## src/rtl/ram_pkg.sv

```systemverilog
// Shared types and the byte-lane merge used by the dual-port RAM.
// Merge works on a maximum-width word; callers zero-extend and truncate.
package ram_pkg;

  typedef enum logic {CLEAR, IDLE} ram_state_t;

  localparam int RAM_MAXW = 512;
  localparam int RAM_MAXB = RAM_MAXW / 8;

  function automatic logic [RAM_MAXW-1:0] ram_merge(
    input logic [RAM_MAXW-1:0] old_w,
    input logic [RAM_MAXW-1:0] new_w,
    input logic [RAM_MAXB-1:0] be
  );
    logic [RAM_MAXW-1:0] res;
    res = old_w;
    for (int i = 0; i < RAM_MAXB; i++) begin
      if (be[i]) res[8*i +: 8] = new_w[8*i +: 8];
    end
    return res;
  endfunction

endpackage

```

## src/rtl/ram_clr_ctrl.sv

```systemverilog
// Clear sequencer: walks every address once after reset or a clr pulse, 2**N cycles.
// Backpressure: busy stays high for the whole walk; clr is ignored while it runs.
module ram_clr_ctrl
  import ram_pkg::*;
#(
  parameter int N = 6
) (
  input  logic         clk,
  input  logic         reset,
  input  logic         clr,
  output logic         busy,
  output logic         clr_en,
  output logic [N-1:0] clr_adr
);

  ram_state_t   state;
  logic [N-1:0] cnt;

  // N-bit counter with a terminal compare; it naturally returns to 0 on exit.
  always_ff @(posedge clk) begin
    if (reset) begin
      state <= CLEAR;
      cnt   <= '0;
    end else begin
      case (state)
        CLEAR: begin
          cnt <= cnt + 1'b1;
          if (cnt == {N{1'b1}}) state <= IDLE;
        end
        IDLE: begin
          if (clr) begin
            state <= CLEAR;
            cnt   <= '0;
          end
        end
        default: state <= CLEAR;
      endcase
    end
  end

  assign busy    = (state == CLEAR);
  assign clr_en  = (state == CLEAR);
  assign clr_adr = cnt;

endmodule

```

## src/rtl/ram_2p_be.sv

```systemverilog
// Simple dual-port RAM with byte enables, 1-cycle registered read, write-first forwarding.
// Backpressure: none except busy, during which user reads and writes are dropped.
module ram_2p_be
  import ram_pkg::*;
#(
  parameter int N = 6,
  parameter int M = 32
) (
  input  logic           clk,
  input  logic           reset,
  input  logic           clr,
  output logic           busy,
  input  logic           we,
  input  logic [N-1:0]   wadr,
  input  logic [M/8-1:0] wbe,
  input  logic [M-1:0]   din,
  input  logic           re,
  input  logic [N-1:0]   radr,
  output logic [M-1:0]   dout,
  output logic           rvalid
);

  localparam int B = M / 8;

  if ((M % 8) != 0 || M > RAM_MAXW) begin : g_bad_width
    $error("ram_2p_be: M must be a multiple of 8 and at most RAM_MAXW");
  end

  logic [M-1:0] mem [2**N-1:0];

  logic         clr_en;
  logic [N-1:0] clr_adr;

  ram_clr_ctrl #(.N(N)) u_clr (
    .clk     (clk),
    .reset   (reset),
    .clr     (clr),
    .busy    (busy),
    .clr_en  (clr_en),
    .clr_adr (clr_adr)
  );

  logic         wr_en;
  logic [N-1:0] wr_adr;
  logic [B-1:0] wr_be;
  logic [M-1:0] wr_dat;

  // The clear walk owns the write port while it runs.
  always_comb begin
    wr_en  = we;
    wr_adr = wadr;
    wr_be  = wbe;
    wr_dat = din;
    if (clr_en) begin
      wr_en  = 1'b1;
      wr_adr = clr_adr;
      wr_be  = '1;
      wr_dat = '0;
    end
  end

  always_ff @(posedge clk) begin
    if (wr_en) begin
      for (int i = 0; i < B; i++) begin
        if (wr_be[i]) mem[wr_adr][8*i +: 8] <= wr_dat[8*i +: 8];
      end
    end
  end

  logic [M-1:0] fwd_word;
  assign fwd_word = M'(ram_merge(RAM_MAXW'(mem[radr]), RAM_MAXW'(din), RAM_MAXB'(wbe)));

  always_ff @(posedge clk) begin
    if (reset) begin
      dout   <= '0;
      rvalid <= 1'b0;
    end else if (busy) begin
      rvalid <= 1'b0;
    end else begin
      rvalid <= re;
      if (re) dout <= (we && (wadr == radr)) ? fwd_word : mem[radr];
    end
  end

endmodule

```

## config.mk

```make
export PLATFORM = sky130hd
export DESIGN_NAME = ram_2p_be
export DESIGN_NICKNAME = d
export VERILOG_FILES = /design/src/rtl/ram_pkg.sv /design/src/rtl/ram_clr_ctrl.sv /design/src/rtl/ram_2p_be.sv
export SDC_FILE = /design/constraint.sdc
export NUM_CORES = 2
export LEC_CHECK = 0
export ABC_AREA = 1
export BUFFER_PORTS_ARGS = -buffer_cell sky130_fd_sc_hd__buf_2
export CORE_MARGIN = 1
export CORE_UTILIZATION = 30
export CTS_CLUSTER_SIZE = 12
export DETAILED_ROUTE_END_ITERATION = 10
export HOLD_SLACK_MARGIN = 0.03
export PLACE_DENSITY = 0.53
export SETUP_SLACK_MARGIN = 0.2
export SKIP_CTS_REPAIR_TIMING = 1
export SYNTH_ARGS = -nofsm -noshare
export SYNTH_HDL_FRONTEND = slang
export SYNTH_HIERARCHICAL = 1
export SYNTH_SLANG_ARGS = --single-unit
```

## constraint.sdc

```tcl
create_clock -name clk -period 2.75 [get_ports clk]
set_clock_uncertainty 0.05 [all_clocks]
set_input_delay 0.275 -clock clk [delete_from_list [all_inputs] [get_ports clk]]
set_output_delay 0.275 -clock clk [all_outputs]
set_load 0.02 [all_outputs]
```

# After elaboration in Yosys (flattened, before gate mapping)
# Memories as Yosys holds them, arrays and structs flattened.
# Index checks and enable logic that the tools add are counted.
dict set report totals {
  mem_bits_ro 0
  n_memories 1
  ramBits 2048
  word_cells 39
  out_inout_bits 34
  inputBits 53
  regBits 40
  latch_bits 0
}
dict set report op_classes {
  add_sub_neg 1
  n_reduce_logical 3
  mux 26
  mul 0
  order_cmp 0
  n_div 0
  bitwise 1
  shifts 0
  eq_ne 3
}
# name words word_bits read_ports rd_ports_with_merged_regs write_ports line_no
set memory_table {}
lappend memory_table {mem 64 32 1 0 1 ram_2p_be.sv:29} ;# logic [M-1:0] mem [2**N-1:0];
# cell count
set op_table {}
lappend op_table {{$mux W32} 2}
lappend op_table {{$mux W8} 4}
lappend op_table {{$mux W1} 15}
lappend op_table {{$mux W6} 2}
lappend op_table {{$pmux W6 S2} 1}
lappend op_table {{$add A6 B1 Y6 const B} 1}
lappend op_table {{$eq A6 B6 Y1} 1}
lappend op_table {{$eq A6 B6 Y1 const B} 1}
lappend op_table {{$mux W4} 1}
lappend op_table {{$ne A2 B2 Y1 const B} 1}
lappend op_table {{$pmux W1 S2} 1}
lappend op_table {{$reduce_and A2 Y1} 1}
lappend op_table {{$reduce_or A2 Y1} 1}
lappend op_table {{$logic_and A1 B1 Y1} 1}
lappend op_table {{$not A1 Y1} 1}

# Depth between registers and ports, before layout
dict set report depth {
  depth_word 4
  ltp_mapped 14
}

# Modules after synthesis
# The synthesis kept the hierarchy.
# module instances seq_area_each_um2 area_each_um2 cells_each
set by_module_without_submodules {}
lappend by_module_without_submodules {ram_2p_be 1 62159.6 84858.9 7292}
lappend by_module_without_submodules {ram_clr_ctrl 1 140.1 379.1 54}

# Worst setup path before layout
# No wires, ideal clock.
dict set report synth_timing {
  path_type {reg2reg}
  startpoint {reg u_clr.state}
  endpoint {mem mem[0][0], data pin}
  t_arrival_ns 2.528
  path_buffers 3
  path_slack_ns -0.330
  path_stages_with_launch 6
  path_cell_list {dfxtp_1 inv_4 buf_4 buf_2 buf_1 nor2_1}
}
dict set report synth_via {
  elab_chain_cells 1
}
# element line_no
set synth_rtl {}
lappend synth_rtl {{from (decl)} ram_clr_ctrl.sv:16} ;# ram_state_t state;
lappend synth_rtl {{from (signal assigned)} ram_clr_ctrl.sv:22} ;# state <= CLEAR;
lappend synth_rtl {{from (signal assigned)} ram_clr_ctrl.sv:28} ;# if (cnt == {N{1'b1}}) state <= IDLE;
lappend synth_rtl {{from (signal assigned)} ram_clr_ctrl.sv:32} ;# state <= CLEAR;
lappend synth_rtl {{$mux W32} ram_2p_be.sv:54} ;# if (clr_en) begin
lappend synth_rtl {{net wr_dat[0]} ram_2p_be.sv:46} ;# logic [M-1:0] wr_dat;
lappend synth_rtl {{to (decl)} ram_2p_be.sv:29}
# The timed path passes the listed nets, and every way through them passes these cells.

# Final worst setup path
dict set report layout_timing {
  startpoint {reg u_clr.state}
  endpoint {mem mem[54][9], enable pin}
}
dict set report layout_via {
  elab_chain_cells 4
}
# element line_no
set layout_rtl {}
lappend layout_rtl {{$mux W4} ram_2p_be.sv:54}
lappend layout_rtl {{$mux W1} ram_2p_be.sv:65} ;# if (wr_be[i]) mem[wr_adr][8*i +: 8] <= wr_dat[8*i +: 8];
lappend layout_rtl {{$mux W1} ram_2p_be.sv:63} ;# if (wr_en) begin
lappend layout_rtl {{$mux W1 (implied by the code)} ram_2p_be.sv:65}
# Several ways; a longest one is shown, not always the timed one.

==> Flow_metrics.wiki <==
{| class="wikitable"
! Metric !! Value
|-
| Core Rows || just under 200
|-
| Fin Setup TNS || 0 ns
|-
| Data arrival time of the critical path || slightly above 3 ns
|-
| Cell mode on critical path || sky130_fd_sc_hd__buf_4
|-
| Worst Hold Path Cells || 7
|-
| Number of nets in the finished design || 7848
|-
| Clock latency of the later-clocked register in the worst-skew pair || around 0.88 ns
|-
| Maximum number of pins on one net before global-route repair || 124
|-
| Number of different library cells in the post-synthesis netlist || 28
|-
| Area added between synthesis and finish || 19.3%
|-
| Number of global-route vias before repair || approximately 56000
|-
| Final critical delay including setup and external delays || 2.59 ns
|-
| Biggest area contributors in the synthesized netlist || sky130_fd_sc_hd__edfxtp_1, sky130_fd_sc_hd__nand3_1, sky130_fd_sc_hd__nand2_1
|-
| Routed length per instance || between 20 and 25 µm
|-
| Critical path class || reg2reg
|-
| Capture endpoint of the worst hold path || dout[24]
|-
| Sw power || around 15 mW
|-
| Category of the worst setup path capture point || register
|-
| Fraction of power spent switching nets || 22.4%
|-
| Headroom to the max-slew limit || roughly half
|-
| Final global-route overflow total || 0
|-
| Max clock buf depth || 3
|-
| Final non-filler cell total || ~12000
|-
| Number of CTS-inserted buffers || roughly 220
|-
| IO buf count || between 80 and 90
|-
| Static leakage || ~37 nW
|-
| Sequential share of power || between 50% and 60%
|-
| Die H || 535 µm
|-
| GP Congestion || just under 0.9
|-
| Number of pins with negative max-slew slack in the final report || 0
|-
| Portion of the post-synthesis area used by sequential elements || 73.1%
|-
| Syn avg cell area || between 10 and 15 µm²
|-
| Syn nets || 7400
|-
| Max-cap viol count || 0
|-
| Netlist area before placement || roughly 85000 µm²
|-
| Top flip-flop cell by instance count after synthesis || sky130_fd_sc_hd__edfxtp_1
|-
| Fraction of final layout cells with drive strength greater than 1 || 13.2%
|-
| Num ports || 87
|-
| Required time of the critical path || ~3.3 ns
|-
| Total GRT Usage || 18.1%
|-
| Core Footprint || approximately 280000 µm²
|-
| Max FO, Critical Path || 14
|-
| Number of flops mapped to enable cells by yosys || slightly above 2000
|-
| Routed via count || 58400
|-
| Number of hold-slack violations in the final timing report || 0
|-
| Worst R2R Setup Slack || roughly 0.16 ns
|-
| R2r endpoint || mem[54][9]
|-
| Cell at the root of the clock tree || sky130_fd_sc_hd__clkbuf_16
|-
| Final worst-path setup slack || between 0.15 and 0.2 ns
|-
| Number of register bits inferred by synthesis || 2088
|-
| Result of the run || completed
|-
| Origin of the worst setup path || u_clr/state
|-
| Sort of element at the start of the critical path || register
|-
| WL final || between 200000 and 300000 µm
|-
| CTS clk-pin slew, worst paths || roughly 0.060 ns
|-
| Die area || 286000 µm²
|-
| Slowest stage delay, CP || approximately 0.36 ns
|-
| Post-place setup slack || -0.138 ns
|-
| DRT antenna net count || 0
|-
| Post-place instance area || between 90000 and 100000 µm²
|-
| Clock tree from TritonCTS || yes
|-
| Number of antenna violations at the first check in global routing || 4
|-
| Cell with the largest stage delay on the worst path || sky130_fd_sc_hd__dfxtp_2
|-
| Commonest cells in the synthesized netlist || sky130_fd_sc_hd__nand2_1, sky130_fd_sc_hd__edfxtp_1, sky130_fd_sc_hd__nand3_1, sky130_fd_sc_hd__nor2_1, sky130_fd_sc_hd__buf_2
|-
| Reg-to-reg startpoint || u_clr/state
|-
| Fraction of synthesis flops using an asynchronous set or reset pin || 0%
|-
| Critical Path, Cell by Cell || inv_6 > o21ai_1 > inv_1 > buf_4 > nor2_2 > buf_4 > nand2_1 > buf_4 > nor2_1 > buf_4
|-
| Fmax || 0.386 GHz
|-
| Number of DRC violations after detailed-routing iteration 0 || 6108
|-
| Worst IR Drop VDD || approximately 0.00062 V
|-
| Starting Density || 30.2%
|-
| Total internal power || just over 50 mW
|-
| Worst reg2reg path depth || 10
|-
| Yosys warning count || 6
|-
| First-pass GRT wire length || between 300000 and 400000 µm
|-
| Detailed-route vias per instance || 4.99
|-
| Maximum level of the CTS H-tree || 4
|-
| Leading area contributor after synthesis || sky130_fd_sc_hd__edfxtp_1
|-
| Cell Pwr Density || ~650 nW/µm²
|-
| Dominant cell by count in the synthesized netlist || sky130_fd_sc_hd__nand2_1
|-
| Slew at the pin with the worst max-slew slack || 0.777 ns
|-
| Post-DP HPWL || about 170000 µm
|-
| Power share of the combinational group || 5.6%
|-
| Synthesized instance count || 7346
|-
| Design Area, Final || between 100000 and 150000 µm²
|-
| Proportion of netlist area held by the largest area contributor || between 70% and 80%
|-
| DR DRC count || 0
|-
| Share of total power in the clock network || 42.0%
|-
| Instance count after placement with tap cells included || between 10000 and 15000
|-
| Number of search-and-repair iterations in the first detailed-routing pass || 6
|-
| Die boundary width || approximately 540 µm
|-
| Clock net sink count || about 2100
|-
| Worst hold path class || in2reg
|-
| Setup repair after global routing missed its margin || yes
|-
| Final cycle utilization of the critical path || between 90% and 100%
|-
| Final setup violation count || 0
|-
| Start point of the worst min-delay path || wbe[3]
|}
critical path, delay by kind of cell (launching register included):
kind                   cells  cell delay (ns)
DFF                        1             0.36
buffers and inverters      6             1.05
AOI/OAI and AO/OA          1             0.34
and+or+nand+nor            3             0.50
kinds of logic (layout without fill, tap and decap cells):
| kind of cell | count (synthesis) | in the layout | synth area share (%) |
|---|---|---|---|
| other | 0 | 4 | 0 |
| buffers and inverters | 590 | 1211 | 3.17 |
| AOI/OAI and AO/OA | 85 | 85 | 0.514 |
| adders and majority gates | 1 | 1 | 0.0147 |
| and+or+nand+nor | 4582 | 4582 | 23.2 |
| DFF | 2088 | 2088 | 73.1 |
cell type report:
type | count | area, µm²
fill | 27400 | 181000
sequential | 2088 | 62300
multi-input combinational | 4668 | 20800
timing repair buffer | 714 | 6910
clock buffer | 291 | 5830
tap | 3743 | 4680
clock inverter | 102 | 796
inverter | 104 | 440
antenna | 4 | 10.0
cell usage in the layout (no fill, tap or decap), drive strengths merged:
master,n
dlygate4sd3,56
nor2,321
edfxtp,2048
diode,4
clkinvlp,2
nand2,2260
a21oi,42
nand3b,1
buf,658
bufinv,8
nand3,1998
nor3,1
ha,1
o21ai,41
o22ai,1
inv,107
clkinv,89
a211oi,1
or2,1
dfxtp,40
clkbuf,291
sequential cells by signal (all words and copies together), names as in the netlist:
register and flops:
mem 2048, dout 32, u_clr/clr_adr 6, rvalid 1, u_clr/state 1
power by group through the flow:
stage / clock [mW] / combinational (mW) / sequential, mW
final: 27.7 / 3.68 / 34.6
after floorplan: 0 / 2.17 / 35.3
after global routing: 29.3 / 4.00 / 34.6
after CTS: 28.2 / 3.64 / 34.6
after global placement: 0 / 3.62 / 35.3
after detailed placement: 0 / 3.63 / 35.3
metal layers:
metal	wire length, µm	vias up	track usage [%]	part of all wire, %
met4	10600	0	7.08	4.0
li1	-	26800	-	-
met1	111000	28900	24.7	42
met3	18500	428	2.76	7.0
met2	123000	2243	28.9	47
met5	0	-	0	0
metrics by stage:
| step | total power [mW] | hold slack, ns | utilization [%] |
|---|---|---|---|
| finish | 66.0 | 0.0763 | 36.0 |
| global route | 67.9 | 0.0993 | 36.0 |
| CTS | 66.5 | -0.464 | 35.7 |
| detailed placement | 38.9 | 0.459 | 33.4 |
| global placement | 38.9 | 0.452 | 33.4 |
| floorplan | 37.5 | 0.287 | - |
worst max-delay path by stage:
stage,end,cells past startpoint,slack [ns]
global route,mem[22][9],12,0.09
finish,mem[54][9],10,0.16
global placement,mem[60][21],12,-0.18
detailed placement,mem[60][22],11,-0.14
floorplan,mem[0][0],5,-0.33
CTS,mem[60][19],11,-0.13
Note: power is estimated with default switching activity, not from simulation.
